**src/rtl/flag_event_arbiter_pkg.sv**
```systemverilog
// Shared types and limits for the flag event arbiter.
package flag_event_arbiter_pkg;

  localparam int N_CH_MAX = 16;

  typedef enum logic {
    IDLE  = 1'b0,
    GRANT = 1'b1
  } arb_state_e;

endpackage

```
**src/rtl/flag_fall_latch.sv**
```systemverilog
// One flag channel: falling-edge detector feeding a pending bit and a sticky overflow bit.
module flag_fall_latch
  import flag_event_arbiter_pkg::*;
(
  input  logic clk,
  input  logic rst,
  input  logic flag_i,
  input  logic en_i,
  input  logic grant_clr_i,
  input  logic ovf_clr_i,
  output logic pending_o,
  output logic ovf_o
);

  logic prev_q, pending_q, ovf_q;
  logic pending_d, ovf_d;
  logic fall, ovf_set;

  always_comb begin
    fall      = prev_q & ~flag_i;
    // A fall landing on the grant edge is a fresh event, not an overflow.
    ovf_set   = en_i & fall & pending_q & ~grant_clr_i;
    pending_d = pending_q;
    if (!en_i)            pending_d = 1'b0;
    else if (fall)        pending_d = 1'b1;
    else if (grant_clr_i) pending_d = 1'b0;
    ovf_d = ovf_set | (ovf_q & ~ovf_clr_i);
  end

  always_ff @(posedge clk) begin
    if (rst) begin
      prev_q    <= 1'b1;
      pending_q <= 1'b0;
      ovf_q     <= 1'b0;
    end else begin
      prev_q    <= flag_i;
      pending_q <= pending_d;
      ovf_q     <= ovf_d;
    end
  end

  assign pending_o = pending_q;
  assign ovf_o     = ovf_q;

endmodule

```
**src/rtl/flag_event_arbiter.sv**
```systemverilog
// Collects per-channel flag-fall events and presents them one at a time, round-robin, over a valid/ready port.
module flag_event_arbiter
  import flag_event_arbiter_pkg::*;
#(
  parameter int N_CH = 4,
  parameter int ID_W = $clog2(N_CH)
) (
  input  logic            clk,
  input  logic            rst,
  input  logic [N_CH-1:0] in_flag,
  input  logic [N_CH-1:0] ch_en,
  input  logic            evt_ready,
  input  logic [N_CH-1:0] ovf_clr,
  output logic            evt_valid,
  output logic [ID_W-1:0] evt_id,
  output logic [N_CH-1:0] pending,
  output logic [N_CH-1:0] ovf
);

  arb_state_e      state_q;
  logic            evt_valid_q;
  logic [ID_W-1:0] evt_id_q, last_q;

  logic [N_CH-1:0] req, grant_clr;
  logic            any_req, do_grant, win_found;
  logic [ID_W-1:0] win_id;
  int              idx;

  for (genvar g = 0; g < N_CH; g++) begin : g_ch
    flag_fall_latch u_latch (
      .clk         (clk),
      .rst         (rst),
      .flag_i      (in_flag[g]),
      .en_i        (ch_en[g]),
      .grant_clr_i (grant_clr[g]),
      .ovf_clr_i   (ovf_clr[g]),
      .pending_o   (pending[g]),
      .ovf_o       (ovf[g])
    );
  end

  // A pending bit on a channel being disabled this cycle is dropped, never granted.
  assign req     = pending & ch_en;
  assign any_req = |req;

  always_comb begin
    win_found = 1'b0;
    win_id    = '0;
    idx       = 0;
    for (int off = 1; off <= N_CH_MAX; off++) begin
      if (off <= N_CH && !win_found) begin
        idx = int'(last_q) + off;
        if (idx >= N_CH) idx = idx - N_CH;
        if (req[idx]) begin
          win_found = 1'b1;
          win_id    = ID_W'(idx);
        end
      end
    end
  end

  assign do_grant  = any_req && (state_q == IDLE || evt_ready);
  assign grant_clr = do_grant ? (N_CH'(1) << win_id) : '0;

  always_ff @(posedge clk) begin
    if (rst) begin
      state_q     <= IDLE;
      evt_valid_q <= 1'b0;
      evt_id_q    <= '0;
      last_q      <= ID_W'(N_CH - 1);
    end else begin
      case (state_q)
        IDLE: begin
          if (any_req) begin
            state_q     <= GRANT;
            evt_valid_q <= 1'b1;
            evt_id_q    <= win_id;
            last_q      <= win_id;
          end
        end
        GRANT: begin
          if (evt_ready) begin
            if (any_req) begin
              evt_id_q <= win_id;
              last_q   <= win_id;
            end else begin
              state_q     <= IDLE;
              evt_valid_q <= 1'b0;
            end
          end
        end
        default: begin
          state_q     <= IDLE;
          evt_valid_q <= 1'b0;
        end
      endcase
    end
  end

  assign evt_valid = evt_valid_q;
  assign evt_id    = evt_id_q;

endmodule
```
**config.mk**
```make
export PLATFORM = sky130hd
export DESIGN_NAME = flag_event_arbiter
export DESIGN_NICKNAME = d
export VERILOG_FILES = /design/src/rtl/flag_event_arbiter_pkg.sv /design/src/rtl/flag_fall_latch.sv /design/src/rtl/flag_event_arbiter.sv
export SDC_FILE = /design/constraint.sdc
export NUM_CORES = 1
export LEC_CHECK = 0
export CAP_MARGIN = 20
export CORE_MARGIN = 4
export CORE_UTILIZATION = 41
export CTS_CLUSTER_SIZE = 10
export DETAILED_ROUTE_END_ITERATION = 10
export GPL_ROUTABILITY_DRIVEN = 0
export PLACE_DENSITY = 0.69
export SLEW_MARGIN = 20
export SYNTH_ARGS = -nofsm -noshare
export SYNTH_HDL_FRONTEND = slang
export SYNTH_SLANG_ARGS = --single-unit
```
**constraint.sdc**
```tcl
create_clock -name clk -period 1.4 [get_ports clk]
set_input_delay 0.28 -clock clk [delete_from_list [all_inputs] [get_ports clk]]
set_output_delay 0.28 -clock clk [all_outputs]
set_load 0.02 [all_outputs]
```
==> results of run 1 <==
critical path, delay by kind of cell (launching register included):
kind            cells  cell delay (ps)
compound gates      5              890
flops               1              350
buf+inv             1              120
area by class of cell:
class	instances	area (µm²)
well taps	27	33.78
fillers	165	618.1
inverters	2	7.507
flip-flops and latches	18	372.9
multi-input cells	70	566.8
repair buffers	45	386.6
clock buffers	4	36.28
worst min-delay path by stage:
stage	startpoint	endpoint	slack, ps	cells after the start
global placement	g_ch[1].u_latch.ovf_o	g_ch[1].u_latch.ovf_o	460	2
finish	ch_en[1]	g_ch[1].u_latch.pending_o	440	3
detailed placement	g_ch[0].u_latch.ovf_o	g_ch[0].u_latch.ovf_o	470	2
CTS	ch_en[1]	g_ch[1].u_latch.pending_o	390	3
global route	ch_en[1]	g_ch[1].u_latch.pending_o	470	3
floorplan	ovf_clr[3]	g_ch[3].u_latch.ovf_o	370	1
power by group:
part / leakage (nW) / total (mW) / internal [mW] / switching [mW]
Combinational: 0.418 / 0.245 / 0.129 / 0.116
Clock: 0.0210 / 0.331 / 0.159 / 0.172
Sequential: 0.149 / 0.561 / 0.538 / 0.0234
stage by stage:
stage | cell area [µm²] | std cells | power [mW] | setup TNS [ps] | hold slack, ps
6_report | 1404 | 166 | 1.137 | -85.93 | 443.4
5_1_grt | 1404 | 166 | 1.197 | -574.1 | 470.8
2_1_floorplan | 900.9 | 100 | 0.6846 | 0 | 373.3
3_5_place_dp | 1222 | 156 | 0.7974 | -6340 | 465.5
3_3_place_gp | 1222 | 156 | 0.7935 | -5800 | 456.0
4_1_cts | 1323 | 163 | 1.123 | 0 | 394.8
registers in the layout (all words and copies together) (netlist names):
register,cells
g_ch.u_latch.prev_q,4
evt_valid,1
g_ch.u_latch.pending_o,4
evt_id,2
g_ch.u_latch.ovf_o,4
last_q,2
state_q,1
cells by family (layout without fill, tap and decap cells):
| family | count (synthesis) | in the layout | synth area share (%) |
|---|---|---|---|
| simple gates | 42 | 42 | 28.23 |
| compound gates | 28 | 28 | 23.37 |
| flops | 18 | 18 | 40.06 |
| buf+inv | 12 | 51 | 8.346 |
what timing repair did:
item | CTS | global route
hold endpoints to repair | 0 | 0
pin swaps | 7 | 8
endpoints found under the setup margin | 24 | 13
setup buffers | 3 | 3
resized for setup | 30 | 16
synth_stat cells, types with 2 or more instances:
library cell	instances	area, µm²
sky130_fd_sc_hd__inv_1	2	7.510
sky130_fd_sc_hd__nor2_1	12	45.04
sky130_fd_sc_hd__nand2_1	4	15.01
sky130_fd_sc_hd__a311oi_1	2	17.52
sky130_fd_sc_hd__nor3_1	3	15.01
sky130_fd_sc_hd__clkbuf_1	2	7.510
sky130_fd_sc_hd__or2_2	4	25.02
sky130_fd_sc_hd__a22o_1	2	17.52
sky130_fd_sc_hd__o21ai_1	6	30.03
sky130_fd_sc_hd__nor2b_1	2	12.51
sky130_fd_sc_hd__dfxtp_1	18	360.4
sky130_fd_sc_hd__nand2b_1	10	62.56
sky130_fd_sc_hd__buf_4	8	60.06
sky130_fd_sc_hd__a21oi_1	5	25.02
metal layers:
metal,vias up,routed length (µm)
li1,432,-
met3,4,76
met5,-,0
met2,15,1010
met1,399,1006
met4,0,51
==> impl_summary.log, run 1 <==
[metrics] result of the run: complete, but fails checks
[metrics] violations in the final reports: negative setup slack
[metrics] growth of design area from synthesis to finish: 56.05%
[metrics] startpoint kind of the worst setup timing path: register
[metrics] cells after synthesis: 100
[metrics] number of port buffers: 25
[metrics] CP endpoint: g_ch[1].u_latch.pending_o
[metrics] GRT Total Usage: 17.16%
[metrics] GR Layer Usage met3: 3.270%
[metrics] Slew @ Worst Pin: 305.3 ps
[metrics] Main synth FF type: sky130_fd_sc_hd__dfxtp_1
[metrics] number of antenna diodes: 0
[metrics] effective utilization at floorplan: 44.49%
[metrics] capturing element type of the critical path: register
[metrics] count of pins over their slew limit: 0
[metrics] maximum number of pins on one net before global-route repair: 20
[metrics] crit path max-delay cell type: sky130_fd_sc_hd__dfxtp_2
[metrics] Reg2Reg Capture Point: g_ch[1].u_latch.pending_o
[metrics] period utilization: 101.9%
[metrics] Max Clock Skew: 5.057 ps
[metrics] clock latency reported for the late side of the worst-skew pair: 300 ps
[metrics] Setup violations, final: 6
[metrics] leading cell type in the layout, fill and taps excluded: sky130_fd_sc_hd__buf_4
[metrics] count of flip-flops with a built-in enable after synthesis: 0
[metrics] count of warnings emitted by yosys: 0
[metrics] number of placement rows: 16
[metrics] leakage dissipation: 0.5886 nW
[metrics] hold_buf cts: 0
[metrics] library cells used by synthesis: 34
[metrics] NumNets Final: 155
[metrics] slowest stage delay, CP: 350 ps
[metrics] Min-Delay Path Class: primary input to register
[metrics] maximum fanout count along the critical path: 6
[metrics] reg-to-reg setup timing slack: -30 ps
[metrics] CTS Buf Count: 3
[metrics] maxcap violations: 0
[metrics] CTS tree: yes
[metrics] critical path cell sequence: buf_6, a22o_4, o21a_1, o211ai_4, o21ai_2, a21oi_2
[metrics] worst vdd ir: 0.0005541 V
[metrics] number of search-and-repair iterations in the first detailed-routing pass: 3
[metrics] Avg Cell Area, Syn: 8.996 µm²
[metrics] cell area after technology mapping: 899.6 µm²
[metrics] launching instance or port of the critical path: g_ch[0].u_latch.pending_o
[metrics] die span in x: 54.84 µm
[metrics] share of flip-flops with an asynchronous set or reset: 0%
[metrics] highest clock rate: 701.2 MHz
[metrics] Min Clock Period, post-route: 1426 ps
[metrics] Power Density: 810.0 nW/µm²
[metrics] number of vias after detailed routing: 850
[metrics] met2 Use GR: 27.36%
[metrics] number of hold-slack violations in the final timing report: 0
[metrics] signal arrival time at the worst endpoint: 1670 ps
[metrics] number of DRC markers in iteration 0: 11
[metrics] total congestion overflow: 0
[metrics] post-route DRC violation count: 0
[metrics] vias in the first global route: 818
[metrics] most utilized layer in the global route result: met2
[metrics] die height: 54.84 µm
[metrics] DP Wirelength: 1494 µm
[metrics] synthesized net count: 115
[metrics] met1 track demand over resource in global routing: 20.56%
[metrics] pre-CTS setup slack: -542.9 ps
[metrics] relative slew slack: 79.55%
[metrics] initial antenna violation count: 0
[metrics] Detail Route Antenna Nets: 0
[metrics] final standard cell utilization of the core: 69.43%
[metrics] core box area: 2022 µm²
[metrics] CTS H-Tree Depth: 1
[metrics] Worst EP required: 1640 ps
[metrics] clk sink count: 18
[metrics] I/O pin count: 26
[metrics] slack of the critical path: -26.14 ps
[metrics] worst-case reg-to-reg path depth: 6
[metrics] count of state elements after synthesis: 18
[metrics] clock root buffer master: sky130_fd_sc_hd__clkbuf_4
[metrics] Setup CP Type: register to register
[metrics] Clk pin slew, worst setup/hold paths: 110 ps
[metrics] ratio of cells with drive above 1 in the final layout: 42.45%
[metrics] r2r startpoint: g_ch[0].u_latch.pending_o
[metrics] total wirelength of the detailed-routed design: 2144 µm
[metrics] wire length of the first global-routing pass: 3657 µm
[metrics] unrepaired setup endpoints after global routing: true
[metrics] most used cells in the layout excluding fill and tap cells: 19 x sky130_fd_sc_hd__buf_4, 14 x sky130_fd_sc_hd__dlygate4sd2_1, 12 x sky130_fd_sc_hd__dfxtp_1, 11 x sky130_fd_sc_hd__nor2_1
[metrics] post-synthesis sequential area ratio: 40.06%
[metrics] die area: 3007 µm²
[metrics] ratio of routed vias to standard cells: 5.120
[metrics] routed length per instance: 12.92 µm
[metrics] CTS max path bufs: 2
Power figures use the tool's default switching activity.
==> run 2, diff against run 1 <==
Settings changed: CORE_UTILIZATION 41 to 45, PLACE_DENSITY 0.69 to not set, PLACE_DENSITY_LB_ADDON set to 0.3.
Clock period 1.4 ns to 1.5 ns, I/O delays scaled along.
==> run 2 against run 1 <==
Effect of this change:
- global-route usage grew 0.11 points
- critical path depth shrank 1
- maximum frequency shrank 0.28%
- non-clock buffer count shrank 9
- worst hold slack worse by 8.7 ps
- the run now ends clean
- sequential power shrank 6.2%
- first-iteration DRC count down 36%
- combinational power fell by 18%
==> impl_summary.log, run 2 (same netlist as run 1, synthesis figures left out) <==
[metrics] CTS max path bufs: 2
[metrics] die span in x: 52.71 µm
[metrics] DP Wirelength: 1587 µm
[metrics] signal arrival time at the worst endpoint: 1650 ps
[metrics] share of power burned in combinational logic: 19.4%
[metrics] clock latency reported for the late side of the worst-skew pair: 290 ps
[metrics] relative slew slack: 79.55%
[metrics] Slew @ Worst Pin: 306.2 ps
[metrics] maximum number of pins on one net before global-route repair: 20
[metrics] reg-to-reg setup timing slack: 70 ps
[metrics] growth of design area from synthesis to finish: 41.45%
[metrics] fill count: 152
[metrics] slowest stage delay, CP: 360 ps
[metrics] net switching share of the total power: 26.85%
[metrics] highest clock rate: 699.2 MHz
[metrics] Setup violations, final: 0
[metrics] maximum fanout count along the critical path: 4
[metrics] Max Clock Skew: 3.916 ps
[metrics] Min Clock Period, post-route: 1430 ps
[metrics] number of DRC markers in iteration 0: 7
[metrics] Worst EP required: 1720 ps
[metrics] period utilization: 95.35%
[metrics] initial antenna violation count: 0
[metrics] Cell Area, Placed: 1189 µm²
[metrics] count of pins over their slew limit: 0
[metrics] clk sink count: 18
[metrics] number of placement rows: 15
[metrics] Reg2Reg Capture Point: g_ch[3].u_latch.ovf_o
[metrics] worst vdd ir: 0.0005518 V
[metrics] hold path depth: 3
[metrics] r2r startpoint: g_ch[0].u_latch.pending_o
[metrics] effective utilization at floorplan: 49.93%
[metrics] CTS tree: yes
[metrics] worst hold path startpoint: ch_en[1]
[metrics] leakage dissipation: 0.5431 nW
[metrics] number of non-filler instances in the completed layout: 155
[metrics] number of vias after detailed routing: 840
[metrics] Min-Delay Path Class: primary input to register
[metrics] CTS Buf Count: 3
[metrics] ratio of cells with drive above 1 in the final layout: 28.46%
[metrics] total internal power: 0.7539 mW
[metrics] Clk pwr share: 29.6%
[metrics] worst-case reg-to-reg path depth: 5
[metrics] maxcap violations: 0
[metrics] crit path max-delay cell type: sky130_fd_sc_hd__dfxtp_2
[metrics] library cell appearing most often on the critical path: sky130_fd_sc_hd__and4_4
[metrics] category of cells accounting for the largest share of critical-path delay: compound AO/OA/AOI/OAI gates
[metrics] critical path cell sequence: nand2_2, and4_4, a211o_4, and4_4, o32ai_2
[metrics] number of cells on the critical path: 5
[metrics] startpoint kind of the worst setup timing path: register
[metrics] summed area of non-filler cells in the final layout: 1272 µm²
[metrics] number of search-and-repair iterations in the first detailed-routing pass: 4
[metrics] Clk pin slew, worst setup/hold paths: 110 ps
[metrics] core box area: 1802 µm²
[metrics] Detail Route Antenna Nets: 0
[metrics] leading cell type in the layout, fill and taps excluded: sky130_fd_sc_hd__dlygate4sd2_1
[metrics] post-route DRC violation count: 0
[metrics] vias in the first global route: 846
[metrics] number of antenna diodes: 0
[metrics] number of hold-slack violations in the final timing report: 0
[metrics] I/O pin count: 26
[metrics] hold_buf cts: 0
[metrics] CTS H-Tree Depth: 1
[metrics] Post-Place Cells: 150
[metrics] crit path buf inv count: 0
[metrics] total wirelength of the detailed-routed design: 2173 µm
[metrics] GRT Total Usage: 17.27%
[metrics] number of port buffers: 25
[metrics] clock root buffer master: sky130_fd_sc_hd__clkbuf_4
[metrics] most used cells in the layout excluding fill and tap cells: 14 x sky130_fd_sc_hd__dlygate4sd2_1, 13 x sky130_fd_sc_hd__dfxtp_1, 11 x sky130_fd_sc_hd__nor2_1, 11 x sky130_fd_sc_hd__buf_4
[metrics] wire length of the first global-routing pass: 3581 µm
[metrics] power share of the sequential group: 51.0%
[metrics] Setup CP Type: register to register
[metrics] capturing element type of the critical path: register
[metrics] WHS Endpoint: g_ch[1].u_latch.pending_o
[metrics] die area: 2778 µm²
[metrics] result of the run: completed
[metrics] total power after layout: 1.031 mW
[metrics] NumNets Final: 146
[metrics] Power Density: 810.0 nW/µm²
[metrics] net load switching power: 0.2768 mW
[metrics] total congestion overflow: 0
[metrics] die height: 52.71 µm
[metrics] routed length per instance: 14.02 µm
[metrics] ratio of routed vias to standard cells: 5.419
run 2: power groups by stage:
stage                     clock network, mW  logic (mW)  registers, mW
after floorplan                           0      0.0995          0.539
after global placement                    0       0.199          0.531
after detailed placement                  0       0.203          0.533
after CTS                             0.309       0.194          0.523
after global routing                  0.336       0.216          0.529
final                                 0.305       0.200          0.526
run 2: worst max path at each step:
stage / startpoint / end / slack (ps)
after floorplan: g_ch[0].u_latch.pending_o / g_ch[3].u_latch.ovf_o / 80
after global placement: ch_en[0] / g_ch[2].u_latch.ovf_o / -400
after detailed placement: ch_en[0] / g_ch[2].u_latch.ovf_o / -460
after CTS: ch_en[2] / evt_id[1] / 8
after global routing: g_ch[0].u_latch.pending_o / evt_id[1] / -3
final: g_ch[0].u_latch.pending_o / g_ch[3].u_latch.ovf_o / 70
run 2: layer usage:
layer	share of wire, %	global-route usage (%)	vias up
met3	3.7	2.849	2
met2	53	32.44	15
met4	0.51	6.383	0
met5	0	0	-
li1	-	-	416
met1	43	19.00	407
run 2: area by class of cell:
type                    instances  area, µm²  share of cell area, %
repair buffers                 36      317.8                  24.98
flip-flops and latches         18      369.1                  29.01
well taps                      25      31.28                  2.458
clock buffers                   4      36.28                  2.852
inverters                       2      7.507                 0.5900
multi-input cells              70      510.5                  40.12
run 2: repair_timing:
action                     in CTS  in global routing
pin swaps                       3                  2
gates cloned                    0                  0
hold endpoints to repair        0                  0
setup buffers                   1                  0
resized for setup              18                 12
setup endpoints to repair      22                 11
run 2: worst min-delay path: stages:
cell and delay, ps:
sky130_fd_sc_hd__dlygate4sd2_1 280, sky130_fd_sc_hd__nand2b_1 80, sky130_fd_sc_hd__a21oi_1 40
run 2: metrics by stage:
step	setup WS (ps)	TNS, ps	hold WS, ps	util, %
3_3_place_gp	-404.9	-4192	456.4	65.97
4_1_cts	7.955	0	410.1	68.26
6_report	69.82	0	434.7	70.63
3_5_place_dp	-461.5	-4784	462.6	65.97
5_1_grt	-2.737	-2.737	425.1	70.63
2_1_floorplan	83.04	0	393.3	-
